==> src/rtl/spi_master_fifo_x.sv <==
// SPI master with TX/RX word FIFOs, runtime CPOL/CPHA, programmable SCLK divider and burst chip-select.
// Latency: a word keeps cs_n low for CLK_DIV*(2*DATA_WIDTH+2) cycles, and the RX word is pushed on its last cycle.
// Backpressure: tx_ready = !tx_full. When the RX FIFO is full, a received word is dropped and rx_ovf is set.

module spi_master_fifo_x_fifo #(
    parameter int W  = 8,
    parameter int AW = 4
) (
    input  logic          clk,
    input  logic          rst,
    input  logic          push,
    input  logic [W-1:0]  push_dat,
    input  logic          pop,
    output logic [W-1:0]  pop_dat,
    output logic          full,
    output logic          empty,
    output logic [AW:0]   level
);
    // Generic first-word-fall-through FIFO of depth 2**AW.
    // Latency: a pushed word is visible on pop_dat on the next cycle.
    // Backpressure: a push while full and a pop while empty are ignored; both are evaluated against this cycle's level.
    localparam int DEPTH = 2 ** AW;

    logic [W-1:0]  mem [DEPTH];
    logic [AW-1:0] wr_ptr;
    logic [AW-1:0] rd_ptr;
    logic          do_push;
    logic          do_pop;

    // The level can reach DEPTH, but never goes past it, so its MSB alone means full.
    assign full    = level[AW];
    assign empty   = (level == '0);
    assign do_push = push && !full;
    assign do_pop  = pop && !empty;
    assign pop_dat = mem[rd_ptr];

    always_ff @(posedge clk) begin
        if (rst) begin
            wr_ptr <= '0;
            rd_ptr <= '0;
            level  <= '0;
        end else begin
            if (do_push) wr_ptr <= wr_ptr + 1'b1;
            if (do_pop)  rd_ptr <= rd_ptr + 1'b1;
            case ({do_push, do_pop})
                2'b10:   level <= level + 1'b1;
                2'b01:   level <= level - 1'b1;
                default: level <= level;
            endcase
        end
    end

    always_ff @(posedge clk) begin
        if (do_push) mem[wr_ptr] <= push_dat;
    end
endmodule

module spi_master_fifo_x #(
    parameter int DATA_WIDTH = 8,
    parameter int ADDR_WIDTH = 4,
    parameter int CLK_DIV    = 2,
    parameter int CS_IDLE    = 4
) (
    input  logic                  Clk,
    input  logic                  Rst,
    input  logic                  enable,
    input  logic                  cpol,
    input  logic                  cpha,
    input  logic                  burst_en,
    input  logic [DATA_WIDTH-1:0] tx_data,
    input  logic                  tx_valid,
    output logic                  tx_ready,
    output logic [DATA_WIDTH-1:0] rx_data,
    output logic                  rx_valid,
    input  logic                  rx_ready,
    output logic [ADDR_WIDTH:0]   tx_level,
    output logic [ADDR_WIDTH:0]   rx_level,
    output logic                  rx_ovf,
    input  logic                  rx_ovf_clr,
    output logic                  busy,
    output logic                  sclk,
    output logic                  mosi,
    input  logic                  miso,
    output logic                  cs_n
);
    typedef enum logic [2:0] {ST_IDLE, ST_LEAD, ST_SHIFT, ST_TRAIL, ST_GAP} state_t;

    localparam int CNT_MAX = (CLK_DIV > CS_IDLE) ? CLK_DIV : CS_IDLE;
    localparam int CW      = $clog2(CNT_MAX) + 1;
    localparam int HW      = $clog2(2 * DATA_WIDTH);
    localparam logic [CW-1:0] DIV_LAST = CW'(CLK_DIV - 1);
    localparam logic [CW-1:0] GAP_LAST = CW'(CS_IDLE - 1);
    localparam logic [HW-1:0] HP_LAST  = HW'(2 * DATA_WIDTH - 1);

    state_t                state;
    state_t                state_nxt;
    logic [CW-1:0]         cnt;
    logic [HW-1:0]         hp;
    logic                  cpol_l;
    logic                  cpha_l;
    logic [DATA_WIDTH-1:0] tx_sh;
    logic [DATA_WIDTH-1:0] rx_sh;
    logic                  sclk_r;
    logic                  mosi_r;
    logic                  cs_n_r;
    logic                  ovf_r;

    logic                  tx_pop;
    logic                  word_load;
    logic                  rx_push;
    logic                  cnt_clr;
    logic                  hp_clr;
    logic                  hp_inc;
    logic                  edge_lead;
    logic                  edge_trail;
    logic                  cs_rel;
    logic                  phase_last;
    logic                  do_sample;
    logic                  do_shift;

    logic                  tx_empty;
    logic                  tx_full;
    logic                  rx_empty;
    logic                  rx_full;
    logic [DATA_WIDTH-1:0] tx_head;

    spi_master_fifo_x_fifo #(.W(DATA_WIDTH), .AW(ADDR_WIDTH)) u_tx_fifo (
        .clk      (Clk),
        .rst      (Rst),
        .push     (tx_valid),
        .push_dat (tx_data),
        .pop      (tx_pop),
        .pop_dat  (tx_head),
        .full     (tx_full),
        .empty    (tx_empty),
        .level    (tx_level)
    );

    spi_master_fifo_x_fifo #(.W(DATA_WIDTH), .AW(ADDR_WIDTH)) u_rx_fifo (
        .clk      (Clk),
        .rst      (Rst),
        .push     (rx_push),
        .push_dat (rx_sh),
        .pop      (rx_ready),
        .pop_dat  (rx_data),
        .full     (rx_full),
        .empty    (rx_empty),
        .level    (rx_level)
    );

    assign tx_ready   = !tx_full;
    assign rx_valid   = !rx_empty;
    assign rx_ovf     = ovf_r;
    assign busy       = (state != ST_IDLE);
    assign sclk       = sclk_r;
    assign mosi       = mosi_r;
    assign cs_n       = cs_n_r;
    assign phase_last = (cnt == DIV_LAST);

    always_ff @(posedge Clk) begin
        if (Rst) state <= ST_IDLE;
        else     state <= state_nxt;
    end

    // Edge numbering: edge 1 comes at LEAD->SHIFT, and every later SHIFT half-period boundary adds one more.
    // Odd-numbered edges are leading edges, even-numbered edges are trailing edges.
    always_comb begin
        state_nxt  = state;
        tx_pop     = 1'b0;
        word_load  = 1'b0;
        rx_push    = 1'b0;
        cnt_clr    = 1'b0;
        hp_clr     = 1'b0;
        hp_inc     = 1'b0;
        edge_lead  = 1'b0;
        edge_trail = 1'b0;
        cs_rel     = 1'b0;
        case (state)
            ST_IDLE: begin
                cnt_clr = 1'b1;
                if (enable && !tx_empty) begin
                    tx_pop    = 1'b1;
                    word_load = 1'b1;
                    state_nxt = ST_LEAD;
                end
            end
            ST_LEAD: begin
                if (phase_last) begin
                    cnt_clr   = 1'b1;
                    hp_clr    = 1'b1;
                    edge_lead = 1'b1;
                    state_nxt = ST_SHIFT;
                end
            end
            ST_SHIFT: begin
                if (phase_last) begin
                    cnt_clr = 1'b1;
                    if (hp == HP_LAST) begin
                        state_nxt = ST_TRAIL;
                    end else begin
                        hp_inc     = 1'b1;
                        edge_lead  = hp[0];
                        edge_trail = !hp[0];
                    end
                end
            end
            ST_TRAIL: begin
                if (phase_last) begin
                    cnt_clr = 1'b1;
                    rx_push = 1'b1;
                    if (burst_en && enable && !tx_empty) begin
                        tx_pop    = 1'b1;
                        word_load = 1'b1;
                        state_nxt = ST_LEAD;
                    end else begin
                        cs_rel    = 1'b1;
                        state_nxt = ST_GAP;
                    end
                end
            end
            ST_GAP: begin
                if (cnt == GAP_LAST) begin
                    cnt_clr   = 1'b1;
                    state_nxt = ST_IDLE;
                end
            end
            default: begin
                state_nxt = ST_IDLE;
            end
        endcase
    end

    assign do_sample = (edge_lead && !cpha_l) || (edge_trail && cpha_l);
    assign do_shift  = (edge_lead && cpha_l) || (edge_trail && !cpha_l);

    always_ff @(posedge Clk) begin
        if (Rst) begin
            cnt <= '0;
            hp  <= '0;
        end else begin
            if (cnt_clr) cnt <= '0;
            else         cnt <= cnt + 1'b1;
            if (hp_clr)      hp <= '0;
            else if (hp_inc) hp <= hp + 1'b1;
        end
    end

    always_ff @(posedge Clk) begin
        if (Rst) begin
            cpol_l <= 1'b0;
            cpha_l <= 1'b0;
            tx_sh  <= '0;
            rx_sh  <= '0;
            sclk_r <= 1'b0;
            mosi_r <= 1'b0;
            cs_n_r <= 1'b1;
        end else if (word_load) begin
            cpol_l <= cpol;
            cpha_l <= cpha;
            cs_n_r <= 1'b0;
            sclk_r <= cpol;
            // With cpha=0 the MSB must already be on mosi before the first edge; with cpha=1 the first edge drives it.
            if (cpha) begin
                tx_sh <= tx_head;
            end else begin
                mosi_r <= tx_head[DATA_WIDTH-1];
                tx_sh  <= tx_head << 1;
            end
        end else begin
            if (state == ST_IDLE)        sclk_r <= cpol;
            if (edge_lead || edge_trail) sclk_r <= ~sclk_r;
            if (do_shift) begin
                mosi_r <= tx_sh[DATA_WIDTH-1];
                tx_sh  <= tx_sh << 1;
            end
            if (do_sample) rx_sh <= {rx_sh[DATA_WIDTH-2:0], miso};
            if (cs_rel)    cs_n_r <= 1'b1;
        end
    end

    always_ff @(posedge Clk) begin
        if (Rst)                      ovf_r <= 1'b0;
        else if (rx_push && rx_full)  ovf_r <= 1'b1;
        else if (rx_ovf_clr)          ovf_r <= 1'b0;
    end
endmodule

==> config.mk <==
export PLATFORM = sky130hd
export DESIGN_NAME = spi_master_fifo_x
export DESIGN_NICKNAME = d
export VERILOG_FILES = /design/src/rtl/spi_master_fifo_x.sv
export SDC_FILE = /design/constraint.sdc
export NUM_CORES = 1
export LEC_CHECK = 0
export ABC_AREA = 1
export BUFFER_PORTS_ARGS = -buffer_cell sky130_fd_sc_hd__buf_2
export CORE_MARGIN = 2
export CORE_UTILIZATION = 60
export CTS_BUF_LIST = sky130_fd_sc_hd__clkbuf_4
export DETAILED_ROUTE_END_ITERATION = 12
export MAX_ROUTING_LAYER = met4
export PLACE_DENSITY = 0.73
export SYNTH_ARGS = -nofsm -noshare
export SYNTH_HDL_FRONTEND = slang
export SYNTH_SLANG_ARGS = --single-unit
==> constraint.sdc <==
create_clock -name Clk -period 7.4 [get_ports Clk]
set_input_delay 1.48 -clock Clk [delete_from_list [all_inputs] [get_ports Clk]]
set_output_delay 1.48 -clock Clk [all_outputs]
set_load 0.02 [all_outputs]
==> flow_metrics.env <==
export IMPL_status="completed"
export IMPL_syn_inst=1330
export IMPL_cp_arrival_ns=2.77
export IMPL_yosys_top_cells_area="edfxtp_1, dfxtp_1, nand2_1"
export IMPL_synth_top_area_share_pct=55.4
export IMPL_rsz0062_at_grt="false"
export IMPL_sw_frac_of_total_pct=34.6
export IMPL_grt_max_degree=97
export IMPL_whs_ns=0.460
export IMPL_grt_pass1_vias=8862
export IMPL_hpwl_um=18300
export IMPL_grt_first_pass_wirelength_um=46100
export IMPL_finalMaxSlewViolations=0
export IMPL_port_buffers=42
export IMPL_max_stage_delay_ns=0.76
export IMPL_worstMarginPinSlew_ns=1.17
export IMPL_clkPwrFrac_pct=29.0
export IMPL_synth_top_area_cell="edfxtp_1"
export IMPL_cts_tree="built"
export IMPL_wl_per_cell_um=16.8
export IMPL_ant_nets=0
export IMPL_clk_pin_slew_worst_paths_ns=0.06
export IMPL_vias=9532
export IMPL_antenna_found_initial=1
export IMPL_cts_sinks=321
export IMPL_core_area_mm2=0.0226
export IMPL_setup_slack_ns=3.15
export IMPL_post_cts_setup_buffers=0
export IMPL_crit_slowest_cell="inv_1"
export IMPL_postSynthNetCount=1371
export IMPL_wl_um=29400
export IMPL_synth_edf_count=256
export IMPL_p_total_mw=5.02
export IMPL_yosysSeqAreaShare_pct=64.8
export IMPL_skew_ns=0.0602
export IMPL_yosys_warnings=0
export IMPL_synth_flop_cell="edfxtp_1"
export IMPL_period_minus_slack_ns=4.25
export IMPL_fin_util_pct=67.3
export IMPL_post_route_period_util_pct=57.5
export IMPL_fp_dieArea_mm2=0.0244
export IMPL_drc=0
export IMPL_fmax_mhz=235
export IMPL_place_congestion=0.822
export IMPL_track_usage_pct=25.4
export IMPL_cp_max_fo=33
export IMPL_clk_path_buf_depth=3
export IMPL_vias_per_cell=5.46
export IMPL_p_seq_share_pct=44.3
export IMPL_grt_overflow=0
export IMPL_leakage_nw=6.28
export IMPL_synth_async_sr_flop_share_pct=0
export IMPL_areaGrowthSynthToFinish_pct=9.77
export IMPL_min_path_type="register to register"
export IMPL_ys_types=39
export IMPL_start_kind="register"
export IMPL_layout_drive_gt1_share_pct=13.6
export IMPL_io_pins=43
export IMPL_combPwrFrac_pct=26.7
export IMPL_powerDensity_mw_per_mm2=330
export IMPL_num_rows=55
export IMPL_max_slew_margin_pct=21.7
export IMPL_crit_chain="buf_4 > inv_1 > o21ai_0 > o211ai_1 > nand2_1 > buf_2"
export IMPL_p_int_mw=3.28
export IMPL_drtPass1Iterations=5
export IMPL_clock_latency_ns=0.70
export IMPL_cts_root_buf="clkbuf_4"
export IMPL_end_kind="output port"
export IMPL_ctsHoldBuffers=0
export IMPL_h_tree_depth=3
export IMPL_syn_area_mm2=0.0139
export IMPL_numCtsBuffers=80
export IMPL_finalSetupViolCount=0
export IMPL_power_switching_mw=1.74
export IMPL_worstPathRequired_ns=5.92
export IMPL_die_h_um=156
export IMPL_nNetsFinal=1444
export IMPL_cts_resized=0
export IMPL_fp_dieW_um=156
export IMPL_pre_cts_slack_ns=3.89
export IMPL_avgSynthCellArea_um2=10.4
export IMPL_ir_worst_vdd_mv=0.235
export IMPL_ys_seq_elements=321
export IMPL_maxCapViolations=0
export IMPL_hold_viol_final=0
export IMPL_path_class="register to output port"
export IMPL_start_util_pct=61.3
export IMPL_setup_tns_ns=0
export IMPL_drtIter0Drc=905
kinds of logic (layout without fill, tap and decap cells):
logic type / count (synthesis) / in the layout / share of synthesized area, %
simple gates: 522 / 522 / 16.1
flops: 321 / 321 / 64.8
buf+inv: 243 / 373 / 6.94
compound gates: 182 / 182 / 7.30
mux: 32 / 32 / 2.31
fa+ha+maj: 23 / 23 / 2.13
xor+xnor: 7 / 7 / 0.442
other cells: 0 / 1 / 0
metrics by stage:
step | area, um2 | std cells
2_1_floorplan | 13900 | 1330
3_3_place_gp | 14200 | 1606
3_5_place_dp | 14200 | 1606
4_1_cts | 15200 | 1745
5_1_grt | 15200 | 1746
6_report | 15200 | 1746
state kept, by name, summed over array words and instances, names as in the netlist, named ones only:
signal            flops
mosi                  1
rx_ovf                1
u_tx_fifo.rd_ptr      4
u_rx_fifo.wr_ptr      4
cpha_l                1
tx_sh                 8
sclk                  1
u_tx_fifo.wr_ptr      4
u_rx_fifo.level       5
state                 3
cs_n                  1
cnt                   3
u_rx_fifo.mem       128
u_tx_fifo.level       5
hp                    4
u_tx_fifo.mem       128
rx_sh                 8
u_rx_fifo.rd_ptr      4
cells in the mapped netlist (2+ instances only):
cell,count
mux2i_1,32
nand4_1,5
ha_1,22
and3_1,3
nor3_1,6
buf_6,2
or2_2,2
inv_1,182
a211oi_1,2
buf_2,17
nand3_2,3
nand2_2,7
dfxtp_1,65
buf_1,2
clkinv_1,2
nor2_4,2
nand3_1,116
nand2_1,279
nand4_2,2
xor2_1,5
nor2_2,2
o21ai_0,68
clkbuf_1,30
nor2_1,92
o211ai_1,33
inv_2,4
buf_4,4
edfxtp_1,256
a21oi_1,66
o21ai_1,8
xnor2_1,2
o21bai_1,2
critical path: cells and delay by family, from the launching register on:
kind | cells | cell delay [ns]
buf+inv | 3 | 1.17
compound gates | 2 | 0.49
flops | 1 | 0.31
simple gates | 1 | 0.10
area by class of cell:
| class | instances | area [um2] |
|---|---|---|
| Tap cell | 285 | 357 |
| Inverter | 188 | 706 |
| Fill cell | 1742 | 7410 |
| Timing Repair Buffer | 46 | 240 |
| Clock inverter | 22 | 131 |
| Antenna cell | 1 | 2.50 |
| Clock buffer | 117 | 878 |
| Multi-Input combinational cell | 766 | 3930 |
| Sequential cell | 321 | 8990 |
path summary, 6_finish.rpt:
check	startpoint	end	slack, ns	cells past startpoint
worst min-delay path	cnt[0]$_SDFF_PP0_	cnt[0]$_SDFF_PP0_	0.46	1
worst min register to register	cnt[0]$_SDFF_PP0_	cnt[0]$_SDFF_PP0_	0.46	1
worst max-delay path	register	rx_data[2]	3.15	6
worst max register to register	cnt[0]$_SDFF_PP0_	u_tx_fifo.level[4]$_SDFFE_PP0P_	4.56	18
cells in the final DEF (no fill, tap or decap), types with 6 or more instances in the layout:
cell,instances
a21oi_1,66
buf_2,42
clkbuf_4,117
clkinv_1,15
dfxtp_1,63
edfxtp_1,256
ha_1,22
inv_1,182
mux2i_1,32
nand2_1,279
nand2_2,7
nand3_1,116
nor2_1,92
nor3_1,6
o211ai_1,33
o21ai_0,68
o21ai_1,8
power groups by stage:
stage | Clock (mW) | Sequential [mW] | Combinational, mW
after floorplan | 0 | 2.20 | 1.06
after global placement | 0 | 2.25 | 1.31
after detailed placement | 0 | 2.26 | 1.34
after CTS | 1.48 | 2.22 | 1.34
final | 1.46 | 2.22 | 1.34
after global routing | 1.57 | 2.24 | 1.51
layer usage:
metal  vias up  share of wire, %  GRT usage (%)
met5         -                 0              -
met4         0               1.6           8.82
met3        40               8.0           4.75
met2       390                46           38.5
met1      4428                44           34.9
li1       4674                 -              -
Power figures use the tool's default switching activity.
